**config.mk**
```make
export PLATFORM = sky130hd
export DESIGN_NAME = ss_driver_flat
export DESIGN_NICKNAME = d
export VERILOG_FILES = /design/src/rtl/display_pkg.sv /design/src/rtl/ss_driver_if.sv /design/src/rtl/seg7_decode.sv /design/src/rtl/ss_driver.sv /design/src/flat_wrapper.sv
export SDC_FILE = /design/constraint.sdc
export NUM_CORES = 1
export LEC_CHECK = 0
export CORE_AREA = 3 3 65 67
export DETAILED_ROUTE_END_ITERATION = 6
export DIE_AREA = 0 0 68 70
export PLACE_DENSITY = 0.84
export SYNTH_ARGS = -nofsm -noshare
export SYNTH_HDL_FRONTEND = slang
export SYNTH_HIERARCHICAL = 1
export SYNTH_SLANG_ARGS = --single-unit
export TNS_END_PERCENT = 10
```
**constraint.sdc**
```tcl
create_clock -name CLK100MHZ -period 7.02 [get_ports CLK100MHZ]
set_input_delay 2.106 -clock CLK100MHZ [delete_from_list [all_inputs] [get_ports CLK100MHZ]]
set_output_delay 2.106 -clock CLK100MHZ [all_outputs]
set_load 0.01 [all_outputs]
```
**src/rtl/display_pkg.sv**
```systemverilog
// display_pkg: shared constants for seven-segment display logic.
//   DIGITS    - number of multiplexed digits on the board display
//   SEG_BLANK - all-off pattern (active-low pins, so all ones)
//   SEG_TABLE - 16-entry active-low pattern table, {dp,g,f,e,d,c,b,a}, dp off
package display_pkg;

  localparam int unsigned DIGITS = 4;

  localparam logic [7:0] SEG_BLANK = 8'hFF;

  // Packed so that SEG_TABLE[code] selects the pattern for hex digit 'code'.
  localparam logic [15:0][7:0] SEG_TABLE = {
    8'h8E, 8'h86, 8'hA1, 8'hC6,  // F E d C
    8'h83, 8'h88, 8'h90, 8'h80,  // b A 9 8
    8'hF8, 8'h82, 8'h92, 8'h99,  // 7 6 5 4
    8'hB0, 8'hA4, 8'hF9, 8'hC0   // 3 2 1 0
  };

  function automatic logic [7:0] seg_encode(input logic [3:0] code);
    return SEG_TABLE[code];
  endfunction

endpackage

```
**src/rtl/ss_driver_if.sv**
```systemverilog
// ss_driver_if: digit/brightness inputs and display pin outputs of ss_driver.
//   BCD3..BCD0     - digit codes, thousands (left) to units (right)
//   PWM            - brightness, 0 = dark
//   SegmentDrivers - active-low anode enables, bit k = digit k
//   SevenSegment   - active-low cathodes {dp,g,f,e,d,c,b,a}
// master: result logic side; slave: the display driver.
interface ss_driver_if #(
  parameter int unsigned PWM_W = 8
);
  logic [3:0]       BCD3;
  logic [3:0]       BCD2;
  logic [3:0]       BCD1;
  logic [3:0]       BCD0;
  logic [PWM_W-1:0] PWM;
  logic [7:0]       SegmentDrivers;
  logic [7:0]       SevenSegment;

  modport master (
    output BCD3, BCD2, BCD1, BCD0, PWM,
    input  SegmentDrivers, SevenSegment
  );

  modport slave (
    input  BCD3, BCD2, BCD1, BCD0, PWM,
    output SegmentDrivers, SevenSegment
  );
endinterface

```
**src/rtl/seg7_decode.sv**
```systemverilog
// seg7_decode: combinational hex code to active-low seven-segment pattern.
//   i_code - 4-bit hex digit
//   o_seg  - {dp,g,f,e,d,c,b,a}, active-low, dp always off
module seg7_decode
  import display_pkg::*;
(
  input  logic [3:0] i_code,
  output logic [7:0] o_seg
);

  always_comb begin
    o_seg = seg_encode(i_code);
  end

endmodule

```
**src/rtl/ss_driver.sv**
```systemverilog
// ss_driver: time-multiplexed 4-digit common-anode display driver with PWM dimming.
//   CLK100MHZ - system clock, rising edge
//   reset     - synchronous, active-low
//   bus       - ss_driver_if slave: BCD3..0 and PWM in, SegmentDrivers/SevenSegment out
// Each digit is shown for 2^DIGIT_LOG2 clocks; outputs are registered (1 clock latency).
module ss_driver
  import display_pkg::*;
#(
  parameter int unsigned DIGIT_LOG2 = 17,
  parameter int unsigned PWM_W      = 8
) (
  input logic         CLK100MHZ,
  input logic         reset,
  ss_driver_if.slave  bus
);

  localparam int unsigned IdxW  = $clog2(DIGITS);
  localparam int unsigned ScanW = DIGIT_LOG2 + IdxW;

  logic [ScanW-1:0] r_scan_cnt;
  logic [PWM_W-1:0] r_pwm_cnt;
  logic [7:0]       r_seg_drv;
  logic [7:0]       r_seven_seg;

  logic [IdxW-1:0]  w_idx;
  logic [3:0]       w_code;
  logic             w_enable;
  logic [7:0]       w_drv;
  logic [7:0]       w_seg;

  // Digit index is the top bits of the scan counter, so the dwell is 2^DIGIT_LOG2.
  assign w_idx    = r_scan_cnt[ScanW-1 -: IdxW];
  assign w_enable = (r_pwm_cnt < bus.PWM);

  always_comb begin
    case (w_idx)
      2'd0:    w_code = bus.BCD0;
      2'd1:    w_code = bus.BCD1;
      2'd2:    w_code = bus.BCD2;
      default: w_code = bus.BCD3;
    endcase
  end

  // At most one anode low; upper nibble stays high.
  always_comb begin
    w_drv = SEG_BLANK;
    if (w_enable) begin
      w_drv[w_idx] = 1'b0;
    end
  end

  seg7_decode u_seg7_decode (
    .i_code (w_code),
    .o_seg  (w_seg)
  );

  always_ff @(posedge CLK100MHZ) begin
    if (!reset) begin
      r_scan_cnt  <= '0;
      r_pwm_cnt   <= '0;
      r_seg_drv   <= SEG_BLANK;
      r_seven_seg <= SEG_BLANK;
    end else begin
      r_scan_cnt  <= r_scan_cnt + 1'b1;
      r_pwm_cnt   <= r_pwm_cnt + 1'b1;
      r_seg_drv   <= w_drv;
      r_seven_seg <= w_seg;
    end
  end

  assign bus.SegmentDrivers = r_seg_drv;
  assign bus.SevenSegment   = r_seven_seg;

endmodule

```
**src/flat_wrapper.sv**
```systemverilog
// flat-port wrapper written by rule: the top's interface ports become plain ports
module ss_driver_flat import display_pkg::*;
#(
  parameter int unsigned DIGIT_LOG2 = 17,
  parameter int unsigned PWM_W      = 8
)
  (CLK100MHZ, reset, bus_BCD3, bus_BCD2, bus_BCD1, bus_BCD0, bus_PWM, bus_SegmentDrivers, bus_SevenSegment);
  ss_driver_if #(.PWM_W(PWM_W)) bus_i ();
  input logic CLK100MHZ;
  input logic reset;
  input wire logic [$bits(bus_i.BCD3)-1:0] bus_BCD3;
  input wire logic [$bits(bus_i.BCD2)-1:0] bus_BCD2;
  input wire logic [$bits(bus_i.BCD1)-1:0] bus_BCD1;
  input wire logic [$bits(bus_i.BCD0)-1:0] bus_BCD0;
  input wire logic [$bits(bus_i.PWM)-1:0] bus_PWM;
  output wire logic [$bits(bus_i.SegmentDrivers)-1:0] bus_SegmentDrivers;
  output wire logic [$bits(bus_i.SevenSegment)-1:0] bus_SevenSegment;
  assign bus_i.BCD3 = bus_BCD3;
  assign bus_i.BCD2 = bus_BCD2;
  assign bus_i.BCD1 = bus_BCD1;
  assign bus_i.BCD0 = bus_BCD0;
  assign bus_i.PWM = bus_PWM;
  assign bus_SegmentDrivers = bus_i.SegmentDrivers;
  assign bus_SevenSegment = bus_i.SevenSegment;
  ss_driver #(.DIGIT_LOG2(DIGIT_LOG2), .PWM_W(PWM_W)) u_core (.CLK100MHZ(CLK100MHZ), .reset(reset), .bus(bus_i));
endmodule
```
==> results.yml, run 1 <==
clock_tree:
  post_cts.repair.setup_buffers: 0
  cts_htree_levels: 2
  clk_transition_reported_paths_ns: 0.07
  cts_made_buffers: 5
  holdBufCountCts: 0
  post_cts.resized_instances: 0
  cts_root_buffer: "sky130_fd_sc_hd__clkbuf_8"
  tritoncts: "yes"
  cts_num_sinks: 39
  clk-insertion-delay-late_ns: 0.29
  cts_max_path_buffers: 2
worst_setup_path:
  start_kind: "primary input"
  critical_path.endpoint_type: "register"
  worst_ep_arrival_time_ns: 4.21
  crit_type: "in -> reg"
  critical_path.cell_chain: "clkdlybuf4s50_1 > inv_1 > a211oi_1 > o2111ai_1"
  crit_required_ns: 7.17
  crit_path_max_fanout: 22
  critical_path.max_stage_delay_ns: 0.85
  cp_slowest_cell: "sky130_fd_sc_hd__clkdlybuf4s50_1"
sta:
  relSlewSlack: 0.5541
  finalMaxSlewViolations: 0
  finalWorstPathRequiredPeriod_ns: 4.062
  fin_tns_setup_ns: 0
  hold_ws_ns: 0.4719
  finalCritPeriodShare: 0.5787
  fmax_ghz: 0.2462
  finalClockSkew_ns: 0.007181
  transition_time_at_the_pin_with_the_least_slew_margin_ns: 0.6680
  final_hold_viol_count: 0
  grt_setup_unrepaired: "false"
  report.final.setup_viol: 0
detailed_routing:
  routedWlPerCell_um: 13.35
  drt_drc_violations_left: 0
  drt.antenna.violating_nets: 0
  drt_first_iter_violations: 71
  drtPass1Iterations: 5
  vias_per_cell: 5.321
  num_vias: 1591
  route.final.wire_length_um: 3991
floorplan:
  die_area_um2: 4760
  floorplan.initialDensity: 0.5539
  die_h_um: 70
  dieWidth_um: 68
  top_level_ports: 42
  placeableCoreArea_um2: 3689
  fp-row-count: 22
yosys:
  synthCells: 215
  synth_cell_types: 40
  number_of_enable_flip_flop_cells_after_synthesis: 0
  synthesis.area_um2: 2043
  synth_sequential_area_ratio: 0.3821
  ys_ff_latch: 39
  synth.avg_cell_area_um2: 9.503
  post-synth-top-area-fraction: 0.3821
  post_synthesis_cell_type_with_the_largest_combined_area: "sky130_fd_sc_hd__dfxtp_1"
  synth_ff_type: "sky130_fd_sc_hd__dfxtp_1"
  yosys_warnings: 6
  ys_top_cells_by_area: "sky130_fd_sc_hd__dfxtp_1 38%, sky130_fd_sc_hd__ha_1 9.8%, sky130_fd_sc_hd__xnor2_1 4.7%"
  synth-async-reset-ratio: 0
pwr:
  intPower_mw: 0.4035
  seq_power_share: 0.455
  sw_frac_of_total: 0.2086
  peakVddDrop_mv: 0.1969
  share_comb_of_total_power: 0.111
  p_leak_nw: 1.075
  pwr-share-clk: 0.434
  power_per_standard_cell_area_nw_per_um2: 200.4
  net-switching-power_mw: 0.1064
finish:
  area_occupied_by_multi_input_gates_um2: 1136
  layout.area.seq_um2: 780.7
  fraction_of_layout_cells_with_a_size_suffix_above_1: 0.07570
  leading_cell_type_in_the_layout_fill_and_taps_excluded: "sky130_fd_sc_hd__dfxtp_1"
  layout-area-overhead-vs-synth_pct: 24.49
  final_cell_mix: "39 x sky130_fd_sc_hd__dfxtp_1, 37 x sky130_fd_sc_hd__clkdlybuf4s50_1, 24 x sky130_fd_sc_hd__nor2_1"
  nFillCells: 299
  nNetsFinal: 292
  antennaDiodeCount: 0
grt:
  antenna_found_initial: 0
  global_route_wire_length_before_repair_um: 6706
  vias_in_the_first_global_route: 1565
  maximum_number_of_pins_on_one_net_before_global_route_repair: 23
  grt_overflow_total: 0
  groute.usage.overall: 0.1813
min_path:
  hold_path.class: "reg -> reg"
placed_design:
  place.gp.congestion: 0.8469
  dpl.hpwl_um: 2854
  buffer_ports.inserted: 37
run:
  max-cap-violations: 0
status:
  run_status: "completed"
==> critical path, delay by kind of cell <==
family                 cells  cell delay (ns)
buffers and inverters      2             1.35
AO/OA/AOI/OAI              2             0.75
==> kinds of logic after synthesis <==
| kind of cell | share of synthesized area |
|---|---|
| AND/OR/NAND/NOR | 0.2015 |
| other | 0.003676 |
| AO/OA/AOI/OAI | 0.07716 |
| XOR/XNOR | 0.06858 |
| flip-flops | 0.3821 |
| adder cells (fa/ha/maj) | 0.09798 |
| multiplexers | 0.1017 |
| buffers and inverters | 0.06736 |
==> sequential cells by signal (all words and copies together) (netlist names) <==
register                   flops
u_core/bus.SegmentDrivers      4
u_core/r_scan_cnt             19
u_core/r_pwm_cnt               8
u_core/bus.SevenSegment        8
==> power groups by stage <==
stage	Sequential, mW	Clock, mW	Combinational (mW)
floorplan	0.238	0	0.0304
detailed placement	0.237	0	0.0566
global route	0.233	0.230	0.0628
CTS	0.232	0.223	0.0570
global placement	0.237	0	0.0553
finish	0.232	0.221	0.0568
==> stage by stage <==
step	total power [mW]	instance area (µm²)	std cells	setup slack, ns	utilization
6_report	0.5098	2544	299	2.958	0.6896
2_1_floorplan	0.2689	2054	218	3.310	-
3_3_place_gp	0.2921	2411	291	2.724	0.6537
3_5_place_dp	0.2936	2411	291	2.648	0.6537
5_1_grt	0.5256	2544	299	2.810	0.6896
4_1_cts	0.5115	2544	299	2.938	0.6896
==> layout make-up <==
| class | instances | share of cell area |
|---|---|---|
| multi-input combinational | 150 | 0.4466 |
| sequential | 39 | 0.3069 |
| timing repair buffer | 37 | 0.1456 |
| clock buffer | 6 | 0.02853 |
| inverter | 17 | 0.02509 |
| clock inverter | 2 | 0.02361 |
| tap | 48 | 0.02361 |
==> cells in the mapped netlist (3+ instances only) <==
| cell type | count |
|---|---|
| sky130_fd_sc_hd__dfxtp_1 | 39 |
| sky130_fd_sc_hd__nor2_1 | 24 |
| sky130_fd_sc_hd__inv_1 | 17 |
| sky130_fd_sc_hd__ha_1 | 16 |
| sky130_fd_sc_hd__nand2_1 | 13 |
| sky130_fd_sc_hd__nand2b_1 | 11 |
| sky130_fd_sc_hd__xnor2_1 | 11 |
| sky130_fd_sc_hd__mux2i_1 | 8 |
| sky130_fd_sc_hd__nand3_1 | 7 |
| sky130_fd_sc_hd__buf_4 | 5 |
| sky130_fd_sc_hd__o2111ai_1 | 5 |
| sky130_fd_sc_hd__xor2_1 | 5 |
| sky130_fd_sc_hd__a21oi_1 | 4 |
| sky130_fd_sc_hd__and3_1 | 4 |
| sky130_fd_sc_hd__clkbuf_1 | 4 |
| sky130_fd_sc_hd__mux4_2 | 4 |
| sky130_fd_sc_hd__o21ai_0 | 4 |
| sky130_fd_sc_hd__nand4_1 | 3 |
| sky130_fd_sc_hd__nor3_1 | 3 |
==> path summary, 6_finish.rpt <==
check	start	to	slack, ns	depth (start not counted)
max	reset	u_core/bus.SegmentDrivers[2]	2.96	4
min reg2reg	u_core/r_pwm_cnt[0]	u_core/r_pwm_cnt[0]	0.47	1
max reg2reg	u_core/r_scan_cnt[17]	u_core/bus.SevenSegment[0]	4.63	7
min	u_core/r_pwm_cnt[0]	u_core/r_pwm_cnt[0]	0.47	1
==> layer usage <==
metal,global-route usage,routed length [µm],part of all wire
met1,0.2204,1768,0.44
met2,0.2955,1956,0.49
met3,0.05788,181,0.045
met4,0.06181,85,0.021
met5,0,0,0
Power figures use the tool's default switching activity.
==> inputs of run 2 (changes only) <==
--- a/config.mk
+++ b/config.mk
@@ -5,10 +5,10 @@
 export SDC_FILE = /design/constraint.sdc
 export NUM_CORES = 1
 export LEC_CHECK = 0
-export CORE_AREA = 3 3 65 67
+export CORE_AREA = 3 3 68 70
 export DETAILED_ROUTE_END_ITERATION = 6
-export DIE_AREA = 0 0 68 70
-export PLACE_DENSITY = 0.84
+export DIE_AREA = 0 0 71 73
+export PLACE_DENSITY = 0.77
 export SYNTH_ARGS = -nofsm -noshare
 export SYNTH_HDL_FRONTEND = slang
 export SYNTH_HIERARCHICAL = 1
==> constraint.sdc (replaced) <==
create_clock -name CLK100MHZ -period 4.07 [get_ports CLK100MHZ]
set_input_delay 1.221 -clock CLK100MHZ [delete_from_list [all_inputs] [get_ports CLK100MHZ]]
set_output_delay 1.221 -clock CLK100MHZ [all_outputs]
set_load 0.01 [all_outputs]
==> results.yml, run 2 (same netlist as run 1, synthesis figures left out) <==
sta:
  grt_setup_unrepaired: "false"
  finalCritPeriodShare: 0.7496
  report.final.setup_viol: 0
  relSlewSlack: 0.5353
  finalMaxSlewViolations: 0
  hold_ws_ns: 0.4689
  final_hold_viol_count: 0
  fmax_ghz: 0.3278
  transition_time_at_the_pin_with_the_least_slew_margin_ns: 0.6962
  finalWorstPathRequiredPeriod_ns: 3.051
  finalClockSkew_ns: 0.002612
  fin_tns_setup_ns: 0
floorplan:
  fp-row-count: 23
  die_h_um: 73
  top_level_ports: 42
  dieWidth_um: 71
  die_area_um2: 5183
  placeableCoreArea_um2: 4029
  floorplan.initialDensity: 0.5071
detailed_routing:
  vias_per_cell: 5.043
  routedWlPerCell_um: 12.22
  drtPass1Iterations: 4
  drt.antenna.violating_nets: 0
  drt_drc_violations_left: 0
  num_vias: 1523
  route.final.wire_length_um: 3689
  drt_first_iter_violations: 93
grt:
  antenna_found_initial: 0
  maximum_number_of_pins_on_one_net_before_global_route_repair: 23
  vias_in_the_first_global_route: 1477
  groute.usage.overall: 0.1582
  grt_overflow_total: 0
  global_route_wire_length_before_repair_um: 6417
clock_tree:
  post_cts.repair.setup_buffers: 0
  post_cts.resized_instances: 0
  tritoncts: "yes"
  cts_max_path_buffers: 2
  cts_num_sinks: 39
  cts_root_buffer: "sky130_fd_sc_hd__clkbuf_8"
  cts_htree_levels: 2
  clk-insertion-delay-late_ns: 0.29
  clk_transition_reported_paths_ns: 0.07
  cts_made_buffers: 5
  holdBufCountCts: 0
run:
  max-cap-violations: 0
finish:
  nNetsFinal: 293
  registers.top_by_ff_count: "u_core/r_scan_cnt"
  largest_reg_flops: 19
  final_area_um2: 2521
  fraction_of_layout_cells_with_a_size_suffix_above_1: 0.07937
  final_cell_mix: "39 x sky130_fd_sc_hd__dfxtp_1, 37 x sky130_fd_sc_hd__clkdlybuf4s50_1, 24 x sky130_fd_sc_hd__nor2_1"
  antennaDiodeCount: 0
  leading_cell_type_in_the_layout_fill_and_taps_excluded: "sky130_fd_sc_hd__dfxtp_1"
  layout-area-overhead-vs-synth_pct: 23.39
  nFillCells: 361
pwr:
  power_per_standard_cell_area_nw_per_um2: 310.5
  totalPowerFinal_mw: 0.7828
  peakVddDrop_mv: 0.2042
  p_leak_nw: 1.066
placed_design:
  place.gp.congestion: 0.7848
  buffer_ports.inserted: 37
  dpl.hpwl_um: 2812
  postPlaceCellArea_um2: 2421
worst_setup_path:
  critical_path.reg2reg.startpoint: "u_core/r_scan_cnt[17]"
  worst_setup_path_startpoint: "bus_BCD3[1]"
  r2r_setup_slack_ns: 1.69
  critical_path.endpoint_type: "register"
  crit_type: "in -> reg"
  start_kind: "primary input"
  crit_path_max_fanout: 5
  crit_required_ns: 4.31
  worst_ep_arrival_time_ns: 3.29
min_path:
  hold_path.class: "reg -> reg"
  hold_path_startpoint: "u_core/r_pwm_cnt[0]"
status:
  run_status: "completed"
-- run 2: where the power goes --
group | switching, mW | internal [mW] | total (mW)
registers | 0.00677 | 0.393 | 0.400
logic | 0.0400 | 0.0581 | 0.0982
clock network | 0.130 | 0.155 | 0.285
total | 0.177 | 0.606 | 0.783
-- run 2: layout make-up --
| type | count | area, µm² | area share |
|---|---|---|---|
| inverter | 17 | 63.81 | 0.02531 |
| clock buffer | 8 | 100.1 | 0.03970 |
| sequential | 39 | 780.7 | 0.3097 |
| timing repair buffer | 38 | 377.9 | 0.1499 |
| multi-input combinational | 150 | 1136 | 0.4506 |
| tap | 50 | 62.56 | 0.02481 |
-- run 2: per-layer routing --
layer	global-route usage	wire length (µm)
met3	0.05372	169
met2	0.2791	1870
met4	0.06263	55
met5	0	0
met1	0.1752	1594
-- run 2: worst max-delay path, stage by stage --
cell,delay [ns]
sky130_fd_sc_hd__clkdlybuf4s50_1,0.40
sky130_fd_sc_hd__mux4_2,0.53
sky130_fd_sc_hd__inv_1,0.17
sky130_fd_sc_hd__ha_1,0.20
sky130_fd_sc_hd__and2b_2,0.23
sky130_fd_sc_hd__or3b_1,0.36
sky130_fd_sc_hd__o21ai_0,0.07
sky130_fd_sc_hd__nand2b_1,0.11
-- run 2: worst paths after layout --
path | end | depth (start not counted)
worst max-delay path | u_core/bus.SevenSegment[0] | 8
worst min-delay path | u_core/r_pwm_cnt[0] | 1
worst max register to register | u_core/bus.SevenSegment[0] | 7
worst min register to register | u_core/r_pwm_cnt[0] | 1
-- run 2: stage by stage --
step	worst slack, ns	utilization	std cells
finish	1.019	0.6258	302
detailed placement	0.7102	0.6009	294
CTS	1.022	0.6258	302
global route	0.8884	0.6258	302
floorplan	1.245	-	218
global placement	0.7807	0.6009	294
